## config.mk

```make
export PLATFORM = sky130hd
export DESIGN_NAME = gmii_tx_framer
export DESIGN_NICKNAME = d
export VERILOG_FILES = /design/src/rtl/gmii_tx_framer.sv
export SDC_FILE = /design/constraint.sdc
export NUM_CORES = 1
export LEC_CHECK = 0
export CAP_MARGIN = 15
export CORE_ASPECT_RATIO = 1.1
export CORE_MARGIN = 4
export CORE_UTILIZATION = 60
export CTS_BUF_LIST = sky130_fd_sc_hd__clkbuf_4
export CTS_CLUSTER_DIAMETER = 200
export CTS_CLUSTER_SIZE = 10
export DETAILED_ROUTE_END_ITERATION = 7
export HOLD_SLACK_MARGIN = 0.02
export PLACE_DENSITY = 0.82
export RECOVER_POWER = 50
export REMOVE_ABC_BUFFERS = 1
export SLEW_MARGIN = 20
export SYNTH_ARGS = -nofsm -noshare
export SYNTH_HDL_FRONTEND = slang
export SYNTH_SLANG_ARGS = --single-unit
```

## constraint.sdc

```tcl
create_clock -name clock -period 6.85 [get_ports clock]
set_input_delay 0.685 -clock clock [delete_from_list [all_inputs] [get_ports clock]]
set_output_delay 0.685 -clock clock [all_outputs]
set_load 0.1 [all_outputs]
```

## src/rtl/gmii_tx_framer.sv

```systemverilog
// gmii_tx_framer: turns a valid/ready/last byte stream into a GMII frame.
// Adds the preamble and SFD, zero-pads short frames, appends the CRC32 FCS and
// enforces the inter-frame gap. Oversize and underrun abort the frame on air
// with tx_er. All GMII-side outputs are registered.
module gmii_tx_framer #(
  parameter int PREAMBLE_BYTES = 7,
  parameter int MIN_PAYLOAD    = 60,
  parameter int MAX_PAYLOAD    = 1514,
  parameter int IFG_BYTES      = 12,
  parameter int ENABLE_FCS     = 1
) (
  input  logic        clock,
  input  logic        reset,
  input  logic [7:0]  s_data,
  input  logic        s_valid,
  input  logic        s_last,
  output logic        s_ready,
  output logic [7:0]  gmii_txd,
  output logic        gmii_tx_en,
  output logic        gmii_tx_er,
  output logic        busy,
  output logic [15:0] frames_sent,
  output logic        underrun,
  output logic        oversize
);

  localparam int CNT_W = ($clog2(MAX_PAYLOAD + 2) > 11) ? $clog2(MAX_PAYLOAD + 2) : 11;
  localparam int PRE_W = $clog2(PREAMBLE_BYTES + 1);
  localparam int IFG_W = $clog2(IFG_BYTES + 1);
  localparam logic [CNT_W-1:0] MIN_C = CNT_W'(MIN_PAYLOAD);
  localparam logic [CNT_W-1:0] MAX_C = CNT_W'(MAX_PAYLOAD);
  localparam logic [PRE_W-1:0] PRE_C = PRE_W'(PREAMBLE_BYTES);
  localparam logic [IFG_W-1:0] IFG_C = IFG_W'(IFG_BYTES);

  // Each state decides what goes on the wire at the next clock edge.
  typedef enum logic [2:0] {
    S_IDLE, S_PRE, S_SFD, S_DATA, S_PAD, S_FCS, S_IFG, S_DRAIN
  } state_t;

  state_t            r_state, w_state_nxt;
  logic [CNT_W-1:0]  r_count, w_count_nxt, w_count_inc;
  logic [PRE_W-1:0]  r_pre, w_pre_nxt, w_pre_inc;
  logic [IFG_W-1:0]  r_ifg, w_ifg_nxt, w_ifg_inc;
  logic [1:0]        r_fcs_idx, w_fcs_nxt;
  logic [31:0]       r_crc, w_crc_nxt;
  logic [15:0]       r_frames, w_frames_nxt;
  logic [7:0]        r_txd, w_txd;
  logic              r_tx_en, w_tx_en;
  logic              r_tx_er, w_tx_er;
  logic              r_busy, w_busy;
  logic              r_underrun, w_underrun;
  logic              r_oversize, w_oversize;
  logic              w_payload_done;

  // Reflected CRC32 (poly 0xEDB88320) advanced by one byte, LSB first.
  function automatic logic [31:0] crc32_byte(input logic [31:0] crc, input logic [7:0] data);
    logic [31:0] c;
    c = crc ^ {24'h000000, data};
    for (int i = 0; i < 8; i++) begin
      c = c[0] ? ((c >> 1) ^ 32'hEDB88320) : (c >> 1);
    end
    return c;
  endfunction

  // FCS is the inverted CRC, least significant byte transmitted first.
  function automatic logic [7:0] fcs_byte(input logic [31:0] crc, input logic [1:0] idx);
    logic [7:0] b;
    case (idx)
      2'd0:    b = ~crc[7:0];
      2'd1:    b = ~crc[15:8];
      2'd2:    b = ~crc[23:16];
      default: b = ~crc[31:24];
    endcase
    return b;
  endfunction

  assign w_count_inc = r_count + 1'b1;
  assign w_pre_inc   = r_pre + 1'b1;
  assign w_ifg_inc   = r_ifg + 1'b1;

  // Only DATA and DRAIN take bytes from the stream.
  assign s_ready = (r_state == S_DATA) || (r_state == S_DRAIN);

  // Next-state and next-output decode for the framer FSM.
  always_comb begin
    w_state_nxt    = r_state;
    w_count_nxt    = r_count;
    w_pre_nxt      = r_pre;
    w_ifg_nxt      = r_ifg;
    w_fcs_nxt      = r_fcs_idx;
    w_crc_nxt      = r_crc;
    w_frames_nxt   = r_frames;
    w_txd          = 8'h00;
    w_tx_en        = 1'b0;
    w_tx_er        = 1'b0;
    w_underrun     = 1'b0;
    w_oversize     = 1'b0;
    w_busy         = (r_state != S_IDLE);
    w_payload_done = 1'b0;

    case (r_state)
      S_IDLE: begin
        if (s_valid) begin
          w_txd       = 8'h55;
          w_tx_en     = 1'b1;
          w_busy      = 1'b1;
          w_pre_nxt   = PRE_W'(1);
          w_state_nxt = (PREAMBLE_BYTES == 1) ? S_SFD : S_PRE;
        end
      end
      S_PRE: begin
        w_txd     = 8'h55;
        w_tx_en   = 1'b1;
        w_pre_nxt = w_pre_inc;
        if (w_pre_inc == PRE_C) w_state_nxt = S_SFD;
      end
      S_SFD: begin
        w_txd       = 8'hD5;
        w_tx_en     = 1'b1;
        w_crc_nxt   = 32'hFFFFFFFF;
        w_count_nxt = '0;
        w_state_nxt = S_DATA;
      end
      S_DATA: begin
        w_tx_en = 1'b1;
        if (!s_valid) begin
          w_tx_er     = 1'b1;
          w_underrun  = 1'b1;
          w_state_nxt = S_DRAIN;
        end else if (r_count == MAX_C) begin
          // The excess byte is consumed but never transmitted.
          w_tx_er     = 1'b1;
          w_oversize  = 1'b1;
          w_ifg_nxt   = '0;
          w_state_nxt = s_last ? S_IFG : S_DRAIN;
        end else begin
          w_txd       = s_data;
          w_count_nxt = w_count_inc;
          w_crc_nxt   = crc32_byte(r_crc, s_data);
          if (s_last) begin
            if (w_count_inc < MIN_C) w_state_nxt = S_PAD;
            else                     w_payload_done = 1'b1;
          end
        end
      end
      S_PAD: begin
        w_tx_en     = 1'b1;
        w_count_nxt = w_count_inc;
        w_crc_nxt   = crc32_byte(r_crc, 8'h00);
        if (w_count_inc >= MIN_C) w_payload_done = 1'b1;
      end
      S_FCS: begin
        w_txd     = fcs_byte(r_crc, r_fcs_idx);
        w_tx_en   = 1'b1;
        w_fcs_nxt = r_fcs_idx + 2'd1;
        if (r_fcs_idx == 2'd3) begin
          w_frames_nxt = r_frames + 16'd1;
          w_ifg_nxt    = '0;
          w_state_nxt  = S_IFG;
        end
      end
      S_IFG: begin
        w_ifg_nxt = w_ifg_inc;
        if (w_ifg_inc == IFG_C) w_state_nxt = S_IDLE;
      end
      S_DRAIN: begin
        if (s_valid && s_last) begin
          w_ifg_nxt   = '0;
          w_state_nxt = S_IFG;
        end
      end
      default: w_state_nxt = S_IDLE;
    endcase

    // Last data/pad byte chosen: either append the FCS or close the frame here.
    if (w_payload_done) begin
      if (ENABLE_FCS != 0) begin
        w_fcs_nxt   = 2'd0;
        w_state_nxt = S_FCS;
      end else begin
        w_frames_nxt = r_frames + 16'd1;
        w_ifg_nxt    = '0;
        w_state_nxt  = S_IFG;
      end
    end
  end

  // State, counters, CRC and registered GMII outputs.
  always_ff @(posedge clock) begin
    if (reset) begin
      r_state    <= S_IDLE;
      r_count    <= '0;
      r_pre      <= '0;
      r_ifg      <= '0;
      r_fcs_idx  <= 2'd0;
      r_crc      <= 32'hFFFFFFFF;
      r_frames   <= 16'd0;
      r_txd      <= 8'h00;
      r_tx_en    <= 1'b0;
      r_tx_er    <= 1'b0;
      r_busy     <= 1'b0;
      r_underrun <= 1'b0;
      r_oversize <= 1'b0;
    end else begin
      r_state    <= w_state_nxt;
      r_count    <= w_count_nxt;
      r_pre      <= w_pre_nxt;
      r_ifg      <= w_ifg_nxt;
      r_fcs_idx  <= w_fcs_nxt;
      r_crc      <= w_crc_nxt;
      r_frames   <= w_frames_nxt;
      r_txd      <= w_txd;
      r_tx_en    <= w_tx_en;
      r_tx_er    <= w_tx_er;
      r_busy     <= w_busy;
      r_underrun <= w_underrun;
      r_oversize <= w_oversize;
    end
  end

  assign gmii_txd    = r_txd;
  assign gmii_tx_en  = r_tx_en;
  assign gmii_tx_er  = r_tx_er;
  assign busy        = r_busy;
  assign frames_sent = r_frames;
  assign underrun    = r_underrun;
  assign oversize    = r_oversize;

endmodule

```

==> impl_results.md <==
- Status: finished with violations
- Failing checks: max-capacitance violations, max-slew violations
- Simple-gate portion of the synthesized area: 18.15%
- Synth top area share: 29.67%
- Worst-path maximum fanout: 30
- Port buffer count: 41
- Clock skew: 0.01559 ns
- Compound-gate portion of the synthesized area: 21.77%
- Initial Utilization: 62.60%
- Post-DP HPWL: 10740 um
- Synth-to-layout area growth: 9.559%
- Bufs on Longest Clock Path: 2
- Gr usage total: 29.13%
- Pre-antenna DRT Iters: 6
- VDD IR max: 0.2084 mV
- WL met2: 7398 um
- Num CTS Buffers: 9
- Synth top area cells: dfxtp_1 30%, xnor2_1 12%, xor2_1 6.8%
- RSZ-0062 raised after global routing: false
- Hold-fix buffers, CTS: 0
- Number of fill cells: 777
- RD Place Congestion: 0.9508
- DRT met1 WL: 6548 um
- Crit end category: flip-flop
- Setup violations, final: 0
- EDFF count, synth: 0
- Largest net degree at the start of global routing: 42
- Synth Cell Area: 5668 um2
- Sum Neg Setup Slack: 0 ns
- Peak Freq: 264.5 MHz
- Share of cells above drive strength 1: 6.065%
- Synth area leader: dfxtp_1
- Post-Syn Area per Cell: 8.203 um2
- Gr ovfl total: 0
- DIE WIDTH: 100.7 um
- Top routing layer in use: met4
- Synth Flop Type: dfxtp_1
- Pwr dens: 307.6 nW/um2
- Startpoint types: flip-flop
- Seq/Total Area, Yosys: 29.67%
- Slew Limit Fails: 65
- Via count: 5273
- Max_cap viols: 2
- Main combinational cell family by area after synthesis: XOR/XNOR gates
- Mux cell area share after synthesis: 0.7506%
- Clock latency on the worst-skew pair: 0.45 ns
- Fin nets: 727
- Hold Path Class: flip-flop to flip-flop
- Xor and xnor area share after synthesis: 22.67%
- Drt total wl: 15690 um
- Initial antenna violation count: 0
- Synthesized flop and latch total: 84
- Core ar.: 9054 um2
- Antenna cells: 0
- Hold Crit Depth: 2
- Worst-path clk slew: 0.16 ns
- Root cell of the clock tree: clkbuf_4
- Avg WL per Cell: 19.07 um
- Max-slew headroom: -15.64%
- CP required: 7.23 ns
- Final period utilization: 55.19%
- Met3 routed WL: 1161 um
- CTS Sinks: 84
- R2R cell count: 8
- Async S/R FF share, synth: 0%
- Crit path time final: 3.781 ns
- Via-to-Cell Ratio: 6.407
- Yosys warns: 0
- Routed Antenna Nets: 0
- Worst slew pin tran: 1.735 ns
- Via count of the first global-routing pass: 4973
- Static leakage: 2.180 nW
- Fraction of the mapped netlist area in adder cells: 2.428%
- Worst hold slack: 0.4951 ns
- # rows: 36
- Initial DRC count: 484
- Post-Syn Instances: 691
- Post-CTS setup buffers: 0
- First-pass GRT wire length: 25490 um
- I/O pin count: 42
- CTS tree: yes
- Final Hold Fails: 0
- Post-CTS Resized: 0
- Vert. Die Dim: 109.9 um
- # DRC: 0
- Unique cell type count in the Yosys netlist: 56
- Die ar.: 11070 um2
- # H-tree levels: 3
- WS Path Type: flip-flop to flip-flop
- WP data arrival: 4.16 ns
==> cell type report <==
cell class              count  area, um2  area share, %
clock buffers               9      67.56          1.088
flip-flops and latches     84       1682          27.08
well taps                 114      142.6          2.297
inverters                  12      45.04         0.7254
repair buffers             49      454.2          7.314
clock inverters             7      80.08          1.290
multi-input cells         548       3739          60.21
==> power breakdown <==
group	switching [W]	total [W]	internal, W
clock network	0.000198	0.000315	0.000116
logic	0.000602	0.000962	0.000360
registers	0.0000858	0.000633	0.000547
total	0.000886	0.00191	0.00102
==> cell families (layout without fill, tap and decap cells) <==
| kind of cell | Yosys count | count (layout) |
|---|---|---|
| flops | 84 | 84 |
| fa+ha+maj | 11 | 11 |
| buf+inv | 59 | 77 |
| compound gates | 185 | 185 |
| xor+xnor | 133 | 133 |
| mux | 4 | 4 |
| simple gates | 215 | 215 |
==> critical path, stage by stage (launching register included) <==
cell,delay [ns]
dfxtp_1,0.63
nor2b_1,0.40
and2_1,0.18
clkbuf_1,1.12
and3_1,0.69
nor2_1,0.23
nor3_1,0.22
a31oi_1,0.06
a21oi_1,0.16
==> path summary, 6_finish.rpt <==
check	startpoint	endpoint	slack, ns
setup / recovery	r_state[1]	r_count[3]	3.07
hold / removal	r_pre[2]	r_pre[2]	0.50
setup reg to reg	r_state[1]	r_count[3]	3.07
hold reg to reg	r_pre[2]	r_pre[2]	0.50
==> cells in the final DEF (no fill, tap or decap), types with 17 or more instances in the layout <==
| cell type | n |
|---|---|
| a21oi_1 | 44 |
| xor2_1 | 44 |
| clkdlybuf4s50_1 | 26 |
| nand2_1 | 44 |
| nor2_1 | 74 |
| nor3_1 | 19 |
| o21ai_0 | 32 |
| a211oi_1 | 17 |
| xnor2_1 | 80 |
| dfxtp_1 | 84 |
==> Yosys cell counts, drive strengths merged (3+ instances only) <==
master	count
a211o	12
inv	12
or2	7
a2111oi	3
xor2	45
clkbuf	32
a211oi	17
o22ai	10
o21bai	12
a221oi	10
nor2	75
and4	3
nor3	20
xnor2	87
and3	6
o221ai	6
nand4	9
nor3b	3
nand2	44
or3	5
o21ai	33
buf	15
nand2b	7
nand3	12
nor2b	15
a31oi	11
a22oi	4
ha	11
dfxtp	84
and2	5
o211ai	7
a21oi	44
a221o	4
==> routing by layer <==
layer  GRT usage, %  vias up
li1               -     2460
met1          38.42     2488
met2          47.55      275
met3          3.046       50
met4          14.05        0
met5              0        -
==> stage by stage <==
stage	power [W]	cells	instance area, um2	worst slack [ns]	utilization, %
after global routing	0.002007	823	6210	2.873	68.59
after detailed placement	0.001591	807	6073	3.525	67.08
after CTS	0.001903	823	6221	3.698	68.71
final	0.001910	823	6210	3.069	68.59
after floorplan	0.001349	644	5454	3.666	-
after global placement	0.001577	807	6073	3.516	67.08
==> state kept, by name, summed over array words and instances (netlist names) <==
name / count
busy: 1
r_pre: 3
gmii_txd: 8
r_ifg: 4
r_fcs_idx: 2
r_state: 3
frames_sent: 16
gmii_tx_en: 1
r_crc: 32
r_count: 11
gmii_tx_er: 1
oversize: 1
underrun: 1
Note: power is estimated with default switching activity, not from simulation.
